[config.mk]
export PLATFORM = sky130hd
export DESIGN_NAME = frame_buf_rd_ctrl
export DESIGN_NICKNAME = d
export VERILOG_FILES = /design/src/rtl/frame_buf_rd_ctrl.sv
export SDC_FILE = /design/constraint.sdc
export NUM_CORES = 1
export LEC_CHECK = 0
export ABC_AREA = 1
export CAP_MARGIN = 5
export CORE_MARGIN = 4
export CORE_UTILIZATION = 32
export CTS_CLUSTER_DIAMETER = 40
export DETAILED_ROUTE_END_ITERATION = 12
export GPL_ROUTABILITY_DRIVEN = 1
export GPL_TIMING_DRIVEN = 0
export PLACE_DENSITY = 0.61
export SYNTH_ARGS = -nofsm -noshare
export SYNTH_HDL_FRONTEND = slang
export SYNTH_SLANG_ARGS = --single-unit
export TNS_END_PERCENT = 10
[constraint.sdc]
create_clock -name clk -period 3.95 [get_ports clk]
set_input_delay 0.395 -clock clk [delete_from_list [all_inputs] [get_ports clk]]
set_output_delay 0.395 -clock clk [all_outputs]
set_load 0.05 [all_outputs]
[src/rtl/frame_buf_rd_ctrl.sv]
// Frame buffer read-side master.
// Issues one active-low read strobe per frame word, never letting reads in
// flight plus buffered words exceed the skid FIFO depth. Variable-latency
// return data is absorbed in that FIFO and handed to the consumer as a
// valid/ready word stream.
module frame_buf_rd_ctrl #(
    parameter int DATA_WIDTH = 32,
    parameter int FRAME_LEN  = 6,
    parameter int CNT_WIDTH  = 8,
    parameter int FIFO_DEPTH = 4
) (
    input  logic                  clk,
    input  logic                  reset,
    input  logic                  start_l,
    output logic                  fb_rd_en_l,
    input  logic                  fb_rd_valid,
    input  logic [DATA_WIDTH-1:0] fb_rd_data,
    output logic [DATA_WIDTH-1:0] pix_data,
    output logic                  pix_valid,
    input  logic                  pix_ready,
    output logic                  busy,
    output logic                  frame_done,
    output logic                  err
);
    localparam int PTR_W = $clog2(FIFO_DEPTH);
    localparam int OCC_W = $clog2(FIFO_DEPTH) + 1;
    localparam logic [CNT_WIDTH-1:0] FRAME_END = CNT_WIDTH'(FRAME_LEN);
    localparam logic [CNT_WIDTH-1:0] LAST_IDX  = CNT_WIDTH'(FRAME_LEN - 1);
    localparam logic [CNT_WIDTH-1:0] CNT_ONE   = CNT_WIDTH'(1);
    localparam logic [PTR_W-1:0]     PTR_ONE   = PTR_W'(1);
    localparam logic [OCC_W-1:0]     DEPTH_OCC = OCC_W'(FIFO_DEPTH);

    typedef enum logic [1:0] {
        ST_IDLE  = 2'd0,
        ST_FETCH = 2'd1,
        ST_DRAIN = 2'd2
    } state_t;

    state_t                state_r;
    state_t                state_nxt_s;
    logic [CNT_WIDTH-1:0]  req_cnt_r;
    logic [CNT_WIDTH-1:0]  out_cnt_r;
    logic [OCC_W-1:0]      outstanding_r;
    logic [OCC_W-1:0]      fifo_cnt_r;
    logic [PTR_W-1:0]      wr_ptr_r;
    logic [PTR_W-1:0]      rd_ptr_r;
    logic [DATA_WIDTH-1:0] mem_r [FIFO_DEPTH];
    logic                  fb_rd_en_l_r;
    logic                  err_r;

    logic                  start_s;
    logic                  frame_start_s;
    logic                  credit_ok_s;
    logic                  issue_s;
    logic                  busy_s;
    logic                  push_s;
    logic                  pop_s;
    logic                  last_xfer_s;
    logic [OCC_W:0]        credit_sum_s;

    // Credit uses registered occupancy only: reads in flight plus buffered words.
    assign credit_sum_s  = {1'b0, outstanding_r} + {1'b0, fifo_cnt_r};
    assign credit_ok_s   = (credit_sum_s < {1'b0, DEPTH_OCC});
    assign start_s       = ~start_l;
    assign frame_start_s = (state_r == ST_IDLE) & start_s;

    // A return is only accepted against an outstanding read and a free slot.
    assign push_s      = fb_rd_valid & (outstanding_r != {OCC_W{1'b0}}) & (fifo_cnt_r != DEPTH_OCC);
    assign pix_valid   = (fifo_cnt_r != {OCC_W{1'b0}});
    assign pop_s       = pix_valid & pix_ready;
    assign last_xfer_s = pop_s & (state_r != ST_IDLE) & (out_cnt_r == LAST_IDX);

    assign pix_data   = mem_r[rd_ptr_r];
    assign fb_rd_en_l = fb_rd_en_l_r;
    assign busy       = busy_s;
    assign frame_done = last_xfer_s;
    assign err        = err_r;

    // State register.
    always_ff @(posedge clk) begin
        if (!reset) begin
            state_r <= ST_IDLE;
        end else begin
            state_r <= state_nxt_s;
        end
    end

    // Next-state logic: leave FETCH once the final request has been issued.
    always_comb begin
        state_nxt_s = state_r;
        case (state_r)
            ST_IDLE: begin
                if (start_s) begin
                    if (CNT_WIDTH'(issue_s) == FRAME_END) begin
                        state_nxt_s = ST_DRAIN;
                    end else begin
                        state_nxt_s = ST_FETCH;
                    end
                end else begin
                    state_nxt_s = ST_IDLE;
                end
            end
            ST_FETCH: begin
                if (last_xfer_s) begin
                    state_nxt_s = ST_IDLE;
                end else if ((req_cnt_r + CNT_WIDTH'(issue_s)) == FRAME_END) begin
                    state_nxt_s = ST_DRAIN;
                end else begin
                    state_nxt_s = ST_FETCH;
                end
            end
            ST_DRAIN: begin
                if (last_xfer_s) begin
                    state_nxt_s = ST_IDLE;
                end else begin
                    state_nxt_s = ST_DRAIN;
                end
            end
            default: state_nxt_s = ST_IDLE;
        endcase
    end

    // Output decode: issue_s decides whether the strobe is low next cycle.
    always_comb begin
        issue_s = 1'b0;
        busy_s  = 1'b0;
        case (state_r)
            ST_IDLE: begin
                issue_s = start_s & credit_ok_s;
                busy_s  = 1'b0;
            end
            ST_FETCH: begin
                issue_s = (req_cnt_r < FRAME_END) & credit_ok_s;
                busy_s  = 1'b1;
            end
            ST_DRAIN: begin
                issue_s = 1'b0;
                busy_s  = 1'b1;
            end
            default: begin
                issue_s = 1'b0;
                busy_s  = 1'b0;
            end
        endcase
    end

    // Registered read strobe and sticky return-protocol error.
    always_ff @(posedge clk) begin
        if (!reset) begin
            fb_rd_en_l_r <= 1'b1;
            err_r        <= 1'b0;
        end else begin
            fb_rd_en_l_r <= ~issue_s;
            err_r        <= err_r | (fb_rd_valid & ~push_s);
        end
    end

    // Request/transfer word counters and outstanding-read count.
    always_ff @(posedge clk) begin
        if (!reset) begin
            req_cnt_r     <= {CNT_WIDTH{1'b0}};
            out_cnt_r     <= {CNT_WIDTH{1'b0}};
            outstanding_r <= {OCC_W{1'b0}};
        end else begin
            if (frame_start_s) begin
                req_cnt_r <= CNT_WIDTH'(issue_s);
                out_cnt_r <= {CNT_WIDTH{1'b0}};
            end else begin
                req_cnt_r <= req_cnt_r + CNT_WIDTH'(issue_s);
                if (pop_s && (state_r != ST_IDLE)) begin
                    out_cnt_r <= out_cnt_r + CNT_ONE;
                end else begin
                    out_cnt_r <= out_cnt_r;
                end
            end
            outstanding_r <= outstanding_r + OCC_W'(issue_s) - OCC_W'(push_s);
        end
    end

    // Skid FIFO storage, pointers and explicit occupancy count.
    always_ff @(posedge clk) begin
        if (!reset) begin
            wr_ptr_r   <= {PTR_W{1'b0}};
            rd_ptr_r   <= {PTR_W{1'b0}};
            fifo_cnt_r <= {OCC_W{1'b0}};
            for (int i = 0; i < FIFO_DEPTH; i++) begin
                mem_r[i] <= {DATA_WIDTH{1'b0}};
            end
        end else begin
            if (push_s) begin
                mem_r[wr_ptr_r] <= fb_rd_data;
                wr_ptr_r        <= wr_ptr_r + PTR_ONE;
            end else begin
                wr_ptr_r <= wr_ptr_r;
            end
            if (pop_s) begin
                rd_ptr_r <= rd_ptr_r + PTR_ONE;
            end else begin
                rd_ptr_r <= rd_ptr_r;
            end
            fifo_cnt_r <= fifo_cnt_r + OCC_W'(push_s) - OCC_W'(pop_s);
        end
    end

endmodule

### Word level (Yosys, flattened, before mapping)

Memory sizes are Yosys's and may differ from the RTL's. A register that Yosys moved wholly into a read port is not among the register bits.
Index checks and enable logic that the tools add are counted.

* bits in registers: 30
* bits in latches: 0
* memory bits (writable): 128
* ROM bits: 0
* input bits: 37
* output and inout port bits: 37
* logic and storage cells: 66
* memories kept: 1

* add/sub/neg operators: 9
* multiply operators: 0
* div/mod/pow operators: 0
* magnitude comparators: 2
* eq/ne operators: 5
* shift operators: 0
* mux-type cells: 17
* bitwise operators: 14
* reductions and logical operators: 8

Memory list
* mem_r: words 4, bits a word 32, rd ports 1, clocked after Yosys merged registers in 1, write ports 4, line 47 `logic [DATA_WIDTH-1:0] mem_r [FIFO_DEPTH];`

Operators by type and width (count)
* two-way mux 32 bit: 1
* OR reduction 32 bit: 1
* == test 8 x 3 -> 1 bit, second input constant: 2
* two-way mux 2 bit: 6
* bitwise AND 1 bit: 9
* adder 8 x 1 -> 8 bit: 1
* adder 8 x 1 -> 8 bit, second input constant: 1
* < comparator 8 x 3 -> 1 bit, second input constant: 1
* two-way mux 1 bit: 8
* adder 3 x 1 -> 3 bit: 2
* case mux 2 bit (3 select lines): 1
* nonzero test 3 bit: 2
* subtractor 3 x 1 -> 3 bit: 2
* adder 2 x 1 -> 2 bit, second input constant: 2
* adder 3 x 3 -> 4 bit: 1
* < comparator 4 x 3 -> 1 bit, second input constant: 1
* NOT 1 bit: 4
* OR reduction 2 bit: 2
* inequality test 3 bit, second input constant: 1
* == test 2 x 1 -> 1 bit, second input constant: 1
* == test 2 bit, second input constant: 1
* zero test 2 bit: 1
* case mux 1 bit (2 select lines): 1
* nonzero test 2 bit: 1
* 2 further kinds: 2

### Longest topological paths before layout

* word-level depth: 9
* depth in mapped cells: 17
* depth with buffers taken out: 17

### Worst setup path after synthesis

OpenSTA, ideal clock, no wires.

* path type: reg2reg
* start: register fifo_cnt_r[1]
* end: memory mem_r[1][0], enable pin
* library setup time: 466 ps
* arrival: 3007 ps
* data required time: 3484 ps
* setup slack: 478 ps
* cell stages (with the launch flop): 5
* buffers on the path: 0
* period minus slack after synthesis: 3472 ps
* path through: dfxtp_1 inv_1 nand3_1 nand2_4 o21ai_0

RTL lines
* start, declared: line 44 `logic [OCC_W-1:0] fifo_cnt_r;`
* start signal, assigned: line 185 `fifo_cnt_r <= {OCC_W{1'b0}};`
* start signal, assigned: line 201 `fifo_cnt_r <= fifo_cnt_r + OCC_W'(push_s) - OCC_W'(pop_s);`
* end, declared: line 47

==> impl_metrics.ini <==
[die]
core_sq_um = 22850
die_width_microns = 161.0
die_y_microns = 161.0
die_area_sq_um = 25920
rows = 55
start_util_pct = 32.78
io_pins = 74

[sta]
slew_headroom_pct = 41.52
final.setup_skew_ns = 0.01116
hold_ws_ns = 0.4613
fmax_mhz = 311.2
finalSetupViolCount = 0
max_slew.worst_pin.slew_ns = 0.8759
slew_violations = 0
fin_crit_ns = 3.213
finalHoldViolCount = 0
fin_crit_sh_pct = 81.35
rsz0062_at_grt = false

[setup_path]
cp_top_family = buffers and inverters
regToRegSetupSlack_ns = 1.21
crit_type = flip-flop to output port
worstPathMaxFanout = 10
cp.required_ns = 3.56
setup.worst_path.end_class = output port
worstPathArrival_ns = 2.82
cp_slowest_cell = clkdlybuf4s50_1
start_kind = flip-flop
cp_num_buf_inv = 4
path_cells = buf_2 -> clkinv_1 -> buf_1 -> nor2_1 -> o22ai_1 -> clkdlybuf4s50_1
cp_slowest_stage_delay_ns = 0.86

[worst_hold_path]
hp-class = flip-flop to flip-flop

[detailed_routing]
drt-total-wl_microns = 17470
drc = 0
ant_nets = 0
via_count = 5292
vias_per_cell = 4.562
drt_iter0_markers = 338
drt-pass1-iter-count = 4
post_drt_wl_per_cell_microns = 15.06

[cts]
cts_setup_buffers = 0
cts.path.max_buffers = 2
clk_latency_ns = 0.43
cts_made_buffers = 17
ctsResizeCount = 0
cts_tree = built
htreeDepth = 4
hold_buffers = 0
clk_pin_slew_worst_paths_ns = 0.06
cts.sinks = 160
cts-root-buf = clkbuf_16

[global_routing]
grt_pass1_wl_microns = 28290
grt_overflow = 0
grt_pass1_vias = 5401
antenna_found_initial = 0
grt_max_degree = 33
grt_usage_pct = 13.93

[placement]
globalplace.congestion = 0.7566
port_buffers = 73
place_hpwl_microns = 11370
placed_cell_area_sq_um = 8720

[pwr]
peakVddDrop_uv = 367.4
power_density_nw_per_um2 = 655.9
leakage_uw = 0.003554

[final_layout]
area_delta_synth_final_pct = 24.39
drive_above_1_share_pct = 13.93
nets = 887
final_cell_mix = nor2_1, edfxtp_1, inv_1, o21ai_0, clkdlybuf4s50_1
final_common_cell = nor2_1
stdcell_area_sq_um = 9316
antenna_cells = 0

[outcome]
status = completed

[logic_synthesis]
syn_area_per_cell_sq_um = 10.13
yosys_warnings = 0
yosys_register_bits = 160
synth_area_sq_um = 7490
yosysSeqAreaShare_pct = 59.87
netlist_instances = 739
syn-num-nets = 792
synth_cell_type_count = 32

[job]
cap_violations = 0
==> cell type report <==
type / count / area (sq um)
Fill cell: 2227 / 13530
Sequential cell: 160 / 4484
Multi-Input combinational cell: 433 / 2442
Timing Repair Buffer: 76 / 813.3
Inverter: 113 / 426.7
Clock buffer: 17 / 425.4
Tap cell: 313 / 391.6
Clock inverter: 15 / 171.4
Buffer: 33 / 161.4
==> cell usage after synthesis, drive strengths merged <==
library cell,n,share of area [%]
nor2,215,15
nand3,17,1.3
buf,11,1.1
a21oi,19,1.3
nand4,3,0.25
nand2,35,1.9
o22ai,32,2.7
inv,112,5.6
nor4,1,0.084
ha,14,2.3
nand3b,1,0.27
nor3b,1,0.10
fa,2,0.53
a31oi,1,0.084
clkbuf,22,1.1
dfxtp,32,8.6
clkinv,1,0.050
edfxtp,128,51
o21ai,82,5.5
xnor2,3,0.35
or2,2,0.17
nor3,5,0.33
==> report_power, final <==
| group | switching, uW | internal (uW) | total, uW |
|---|---|---|---|
| Clock | 717 | 952 | 1670 |
| Sequential | 80.7 | 2060 | 2140 |
| Combinational | 1610 | 689 | 2300 |
| Total | 2410 | 3700 | 6110 |
==> sequential cells by signal (all words and copies together) (netlist names), named ones only <==
signal,cells
mem_r,128
out_cnt_r,8
req_cnt_r,8
fifo_cnt_r,3
outstanding_r,3
rd_ptr_r,2
state_r,2
wr_ptr_r,2
err,1
fb_rd_en_l,1
==> cell families (layout without fill, tap and decap cells) <==
family | Yosys count | in the layout | share of synthesized area [%]
compound gates | 134 | 134 | 9.505
buf+inv | 146 | 254 | 7.852
flops | 160 | 160 | 59.87
fa+ha+maj | 16 | 16 | 2.873
xor+xnor | 3 | 3 | 0.3509
simple gates | 280 | 280 | 19.55
==> worst register-to-register path, cell delays in order, from the launching register on <==
cell     delay [ns]
dfxtp_1        0.34
inv_1          0.09
ha_1           0.14
inv_1          0.05
nor2_1         0.24
inv_1          0.10
a21oi_1        0.34
ha_1           0.30
ha_1           0.24
nand3_1        0.13
o21ai_0        0.23
nand2_1        0.08
nor2_1         0.16
nand2_1        0.07
nand2_1        0.06
a21oi_1        0.06
==> metal layers <==
metal  GRT usage [%]  share of wire (%)  up-vias
li1                -                  -     2640
met1           18.65                 46     2494
met2           22.51                 48      134
met3           2.807                4.9       24
met4           5.157                1.8        0
met5               0                  0        -
==> worst paths after layout <==
check              from      endpoint  cells past startpoint
max           flip-flop  pix_data[13]                      6
min                 err           err                      2
max reg2reg  state_r[0]    state_r[0]                     15
min reg2reg         err           err                      2
==> metrics by stage <==
stage,worst slack [ns],setup TNS (ns),cells,power [uW],util (%)
2_1_floorplan,0.4777,0,739,3701,-
3_3_place_gp,-1.876,-116.91,1125,4464,37.69
3_5_place_dp,1.043,0,1128,4508,38.17
4_1_cts,0.6596,0,1160,6171,40.78
5_1_grt,0.5639,0,1160,6417,40.78
6_report,0.7366,0,1160,6111,40.78
Power figures use the tool's default switching activity.
